[src/rtl/terrain_pkg.sv]
// rtl/terrain_pkg.sv - shared sizes and crater sequencer state encoding
package terrain_pkg;
  localparam int NCOLS = 640;
  localparam int NROWS = 480;
  localparam int RW    = 6;

  typedef enum logic [2:0] {
    IDLE,
    CHORD,
    READ,
    WAIT,
    WRITE,
    DONE
  } crater_state_t;
endpackage

[src/rtl/crater_mask.sv]
// rtl/crater_mask.sv - clears bits cy-h..cy+h of one column word, clamped to the word
module crater_mask
  import terrain_pkg::*;
(
  input  logic [NROWS-1:0] rdata,
  input  logic [9:0]       cy,
  input  logic [RW-1:0]    h,
  output logic [NROWS-1:0] wdata
);
  logic signed [11:0] lo;
  logic signed [11:0] hi;

  // Signed bounds make the clamp at 0 and at NROWS-1 fall out of the per-bit compare
  assign lo = $signed(12'(cy)) - $signed(12'(h));
  assign hi = $signed(12'(cy)) + $signed(12'(h));

  for (genvar i = 0; i < NROWS; i++) begin : g_bit
    localparam logic signed [11:0] IDX = 12'(i);
    assign wdata[i] = rdata[i] & ~((IDX >= lo) && (IDX <= hi));
  end
endmodule

[src/rtl/terrain_crater_ctrl.sv]
// rtl/terrain_crater_ctrl.sv - read-modify-write sequencer carving circular craters into terrain SRAM
module terrain_crater_ctrl
  import terrain_pkg::*;
(
  input  logic             clk,
  input  logic             reset,
  input  logic             req,
  input  logic [9:0]       cx,
  input  logic [9:0]       cy,
  input  logic [RW-1:0]    radius,
  output logic             ack,
  output logic             busy,
  output logic             done,
  input  logic             gen_busy,
  input  logic             vid_active,
  input  logic [9:0]       vid_addr,
  output logic [9:0]       sram_raddr,
  input  logic [NROWS-1:0] sram_rdata,
  output logic             sram_we,
  output logic [9:0]       sram_waddr,
  output logic [NROWS-1:0] sram_wdata
);
  localparam logic [9:0]  NCOLS_W = 10'(NCOLS);
  localparam logic [10:0] COL_MAX = 11'(NCOLS - 1);

  crater_state_t    state_q, state_d;
  logic             ack_q, ack_d;
  logic [9:0]       cx_q, cx_d;
  logic [9:0]       cy_q, cy_d;
  logic [RW-1:0]    r_q, r_d;
  logic [9:0]       col_q, col_d;
  logic [9:0]       col_hi_q, col_hi_d;
  logic [RW-1:0]    h_q, h_d;
  logic             we_q, we_d;
  logic [9:0]       waddr_q, waddr_d;
  logic [NROWS-1:0] wdata_q, wdata_d;

  logic signed [10:0] lo_s;
  logic [10:0]        hi_sum;
  logic [9:0]         col_lo, col_hi;
  logic signed [10:0] dx;
  logic [10:0]        dx_mag;
  logic [12:0]        h_sq, dx_sq, r_sq;
  logic               shrink;
  logic [NROWS-1:0]   mask_word;

  crater_mask u_mask (
    .rdata (sram_rdata),
    .cy    (cy_q),
    .h     (h_q),
    .wdata (mask_word)
  );

  assign lo_s   = $signed({1'b0, cx}) - $signed(11'(radius));
  assign hi_sum = 11'(cx) + 11'(radius);
  assign col_lo = lo_s[10] ? 10'd0 : lo_s[9:0];
  assign col_hi = (hi_sum > COL_MAX) ? COL_MAX[9:0] : hi_sum[9:0];

  // Chord half-height shrinks one row per cycle until the edge point lies inside the circle
  assign dx     = $signed({1'b0, col_q}) - $signed({1'b0, cx_q});
  assign dx_mag = dx[10] ? 11'(-dx) : 11'(dx);
  assign h_sq   = 13'(h_q) * 13'(h_q);
  assign dx_sq  = 13'(dx_mag) * 13'(dx_mag);
  assign r_sq   = 13'(r_q) * 13'(r_q);
  assign shrink = (h_sq + dx_sq) > r_sq;

  assign sram_raddr = (vid_active || state_q != READ) ? vid_addr : col_q;
  assign ack        = ack_q;
  assign done       = (state_q == DONE);
  assign busy       = (state_q == CHORD) || (state_q == READ) ||
                      (state_q == WAIT)  || (state_q == WRITE);
  assign sram_we    = we_q;
  assign sram_waddr = waddr_q;
  assign sram_wdata = wdata_q;

  always_comb begin
    state_d  = state_q;
    ack_d    = 1'b0;
    cx_d     = cx_q;
    cy_d     = cy_q;
    r_d      = r_q;
    col_d    = col_q;
    col_hi_d = col_hi_q;
    h_d      = h_q;
    we_d     = 1'b0;
    waddr_d  = waddr_q;
    wdata_d  = wdata_q;
    case (state_q)
      IDLE: begin
        if (req && !gen_busy) begin
          ack_d    = 1'b1;
          cx_d     = cx;
          cy_d     = cy;
          r_d      = radius;
          col_d    = col_lo;
          col_hi_d = col_hi;
          h_d      = radius;
          state_d  = (cx >= NCOLS_W) ? DONE : CHORD;
        end
      end
      CHORD: begin
        if (shrink) h_d = h_q - 1'b1;
        else        state_d = READ;
      end
      READ: begin
        if (!vid_active) state_d = WAIT;
      end
      WAIT: begin
        wdata_d = mask_word;
        waddr_d = col_q;
        we_d    = 1'b1;
        state_d = WRITE;
      end
      WRITE: begin
        if (col_q == col_hi_q) begin
          state_d = DONE;
        end else begin
          col_d   = col_q + 1'b1;
          h_d     = r_q;
          state_d = CHORD;
        end
      end
      DONE:    state_d = IDLE;
      default: state_d = IDLE;
    endcase
  end

  always_ff @(posedge clk or posedge reset) begin
    if (reset) begin
      state_q  <= IDLE;
      ack_q    <= 1'b0;
      cx_q     <= '0;
      cy_q     <= '0;
      r_q      <= '0;
      col_q    <= '0;
      col_hi_q <= '0;
      h_q      <= '0;
      we_q     <= 1'b0;
      waddr_q  <= '0;
      wdata_q  <= '0;
    end else begin
      state_q  <= state_d;
      ack_q    <= ack_d;
      cx_q     <= cx_d;
      cy_q     <= cy_d;
      r_q      <= r_d;
      col_q    <= col_d;
      col_hi_q <= col_hi_d;
      h_q      <= h_d;
      we_q     <= we_d;
      waddr_q  <= waddr_d;
      wdata_q  <= wdata_d;
    end
  end
endmodule

[config.mk]
export PLATFORM = sky130hd
export DESIGN_NAME = terrain_crater_ctrl
export DESIGN_NICKNAME = d
export VERILOG_FILES = /design/src/rtl/terrain_pkg.sv /design/src/rtl/crater_mask.sv /design/src/rtl/terrain_crater_ctrl.sv
export SDC_FILE = /design/constraint.sdc
export NUM_CORES = 2
export LEC_CHECK = 0
export CORE_AREA = 2 2 404 406
export CTS_CLUSTER_DIAMETER = 50
export DETAILED_ROUTE_END_ITERATION = 10
export DIE_AREA = 0 0 406 408
export PLACE_DENSITY_LB_ADDON = 0.08
export SYNTH_ARGS = -nofsm -noshare
export SYNTH_HDL_FRONTEND = slang
export SYNTH_HIERARCHICAL = 1
export SYNTH_SLANG_ARGS = --single-unit
[constraint.sdc]
create_clock -name clk -period 42.2 [get_ports clk]
set_clock_uncertainty 0.1 [all_clocks]
set_input_delay 6.33 -clock clk [delete_from_list [all_inputs] [get_ports clk]]
set_output_delay 6.33 -clock clk [all_outputs]
set_load 0.1 [all_outputs]
==> out/metrics.cfg <==
[sta]
fin_tns_setup_ps=0
hold_viol=0
rsz0062_at_grt=no
max_freq_ghz=0.06662
period_needed_ps=15010
post-route-period-util=0.3557
tightest_slew_ps=1431
fin_hold_ws_ps=370.4
slew-limit-headroom=0.04233
setup_viol=0
drv_slew=0

[worst_setup_path]
cp_data_required_time_ps=35770
start_kind=primary input
slowest_delay_ps=970
cpMaxStageDelayCell=clkdlybuf4s50_1
path_cells=clkdlybuf4s50_1, nor3b_1, buf_4, mux2_2, clkdlybuf4s50_1
critPathArrivalTime_ps=8580
crit_top_cell=clkdlybuf4s50_1
cp_max_fo=11
critPathCaptureType=output pin
reg2reg_from=col_q[0]
crit_type=in -> out
timing.critical_path.buf_inv=3
worst_path_dominant_cell_family=buffers and inverters
startpoint=vid_active

[cts]
cts_tree=yes
post_cts_buffers=0
htreeDepth=3
cts_buffers=106
ctsResizeCount=0
cts_hold_buffers=0
path_clk_slew_ps=50
clockBufferDepth=3
cts_num_sinks=547
cts_root_buf=clkbuf_16
insertion_delay_ps=740

[floorplanning]
io_pins=1025
die_w_um=406
placementRows=148
fp.dieArea_mm2=0.1656
coreArea_mm2=0.1617
initial_core_util=0.2468
die_h_um=408

[logic_synthesis]
synth_top_area_share=0.3431
yosysTopAreaCell=dfrtp_1
yosysUniqueCellTypes=109
synth-main-ff-cell=dfrtp_1
netlist_instances=5351
syn_nets=6060
yosysWarnings=6
synth_edf_count=0
syn_avg_cell_area_um2=7.455
synth.top_cells.by_count=1764 x nand2_1, 547 x dfrtp_1, 385 x a21oi_1, 323 x nor2_1, 264 x clkbuf_1
ys_seq_elements=547
yosysMostFrequentCell=nand2_1
seq_area_frac_synth=0.3431
synth-async-reset-ratio=1.000
netlist_area_mm2=0.03989
synth_area_leaders=dfrtp_1 34%, nand2_1 17%, a21oi_1 4.8%

[global_routing]
track_usage=0.3466
grt_max_degree=153
grt_pass1_wl_mm=396.3
antenna_found_initial=108
grt_pass1_vias=45442
grt-ovfl-total=0

[place]
place_inst=8334
dp_hpwl_mm=225.2
gp_congestion=0.9882
numPortBuffers=1024

[route]
wl_per_cell_um=34.57
first_pass_iters=9
antenna_left=0
vias=46755
drc=0
avgViaCountPerCell=5.448
dr.first_iter.drc_count=5304
wl_mm=296.7

[layout]
finalNonFillerCells=8582
area_growth_pct=41.55
num-nets-final=6976
drive_gt1_frac=0.07870

[min_path]
hold_start=sram_wdata[291]
hold_class=reg -> reg

[run]
maxCapViolCount=0

[status]
outcome=finished, final reports clean

-- worst reg2reg max path, delay by kind of cell, from the launching register on --
kind	cells	cell delay [ps]
adders and majority gates	10	4140
and+or+nand+nor	5	970
AOI/OAI and AO/OA	12	2710
muxes	2	570
buffers and inverters	9	840
xor gates and xnor gates	2	290
DFF	1	460
-- per-stage QoR --
stage                     setup slack, ps    util  cell area, µm²
after global placement              27150  0.3259           52680
after global routing                27090  0.3490           56420
after CTS                           27160  0.3484           56330
final                               27190  0.3493           56460
after floorplan                     20480       -           39890
after detailed placement            27160  0.3259           52680
-- path summary, 6_finish.rpt --
| check | endpoint | cells after the start | slack [ps] |
|---|---|---|---|
| worst max-delay path | sram_raddr[0] | 5 | 27190 |
| worst min-delay path | sram_wdata[291] | 2 | 370 |
| worst max register to register | h_q[5] | 40 | 32020 |
| worst min register to register | sram_wdata[291] | 2 | 370 |
| max in group asynchronous | sram_wdata[301] | 5 | 33110 |
| min in group asynchronous | sram_wdata[156] | 2 | 6030 |
-- placed cells by master, fill, tap and decap left out, drive strengths merged, types with 19 or more instances in the layout --
cell type,synthesis,routed
diode,0,54
ha,106,106
nor3,113,113
nand2,1770,1770
o21ai,302,302
nand3,78,78
clkinv,0,20
o22ai,26,26
o221ai,29,29
a21o,26,26
xor2,35,35
o21a,150,150
xnor2,50,50
a31oi,108,108
nor2b,19,19
dfrtp,547,547
or2,20,20
buf,76,144
fa,82,82
clkbuf,265,129
a21boi,101,101
a21oi,399,399
and2,58,58
nand2b,22,22
o31a,162,162
clkdlybuf4s50,0,1006
nor2,338,338
inv,215,234
a221oi,54,54
-- cells by family after synthesis --
family,Yosys count,share of synthesized area
simple gates,2481,0.2569
xor+xnor,85,0.01942
flops,547,0.3431
mux,22,0.006367
buf+inv,557,0.05643
fa+ha+maj,188,0.07440
compound gates,1471,0.2433
-- cell type report --
type / instances / area, µm²
Timing Repair Buffer: 1150 / 11180
Fill cell: 17497 / 105200
Clock inverter: 65 / 808.3
Antenna cell: 54 / 135.1
Sequential cell: 547 / 13690
Tap cell: 2175 / 2721
Inverter: 215 / 824.5
Multi-Input combinational cell: 4247 / 24270
Clock buffer: 129 / 2839
-- flip-flops by register name (all words and copies together) (netlist names) --
signal	flops
sram_wdata	480
col_hi_q	10
col_q	10
cx_q	10
cy_q	10
sram_waddr	10
h_q	6
r_q	6
state_q	3
ack	1
sram_we	1
-- routing by layer --
layer,wire length [µm],global-route usage,share of wire,vias to the layer above
met5,287,0,0.00097,-
met4,15200,0.1662,0.051,46
met3,29410,0.1071,0.099,672
met2,133100,0.5410,0.45,2646
met1,118700,0.4324,0.40,23265
li1,-,-,-,20126
Power is left out: the tool's default activity adds up to more than one toggle a clock period on the data nets, which glitch-free logic cannot reach.
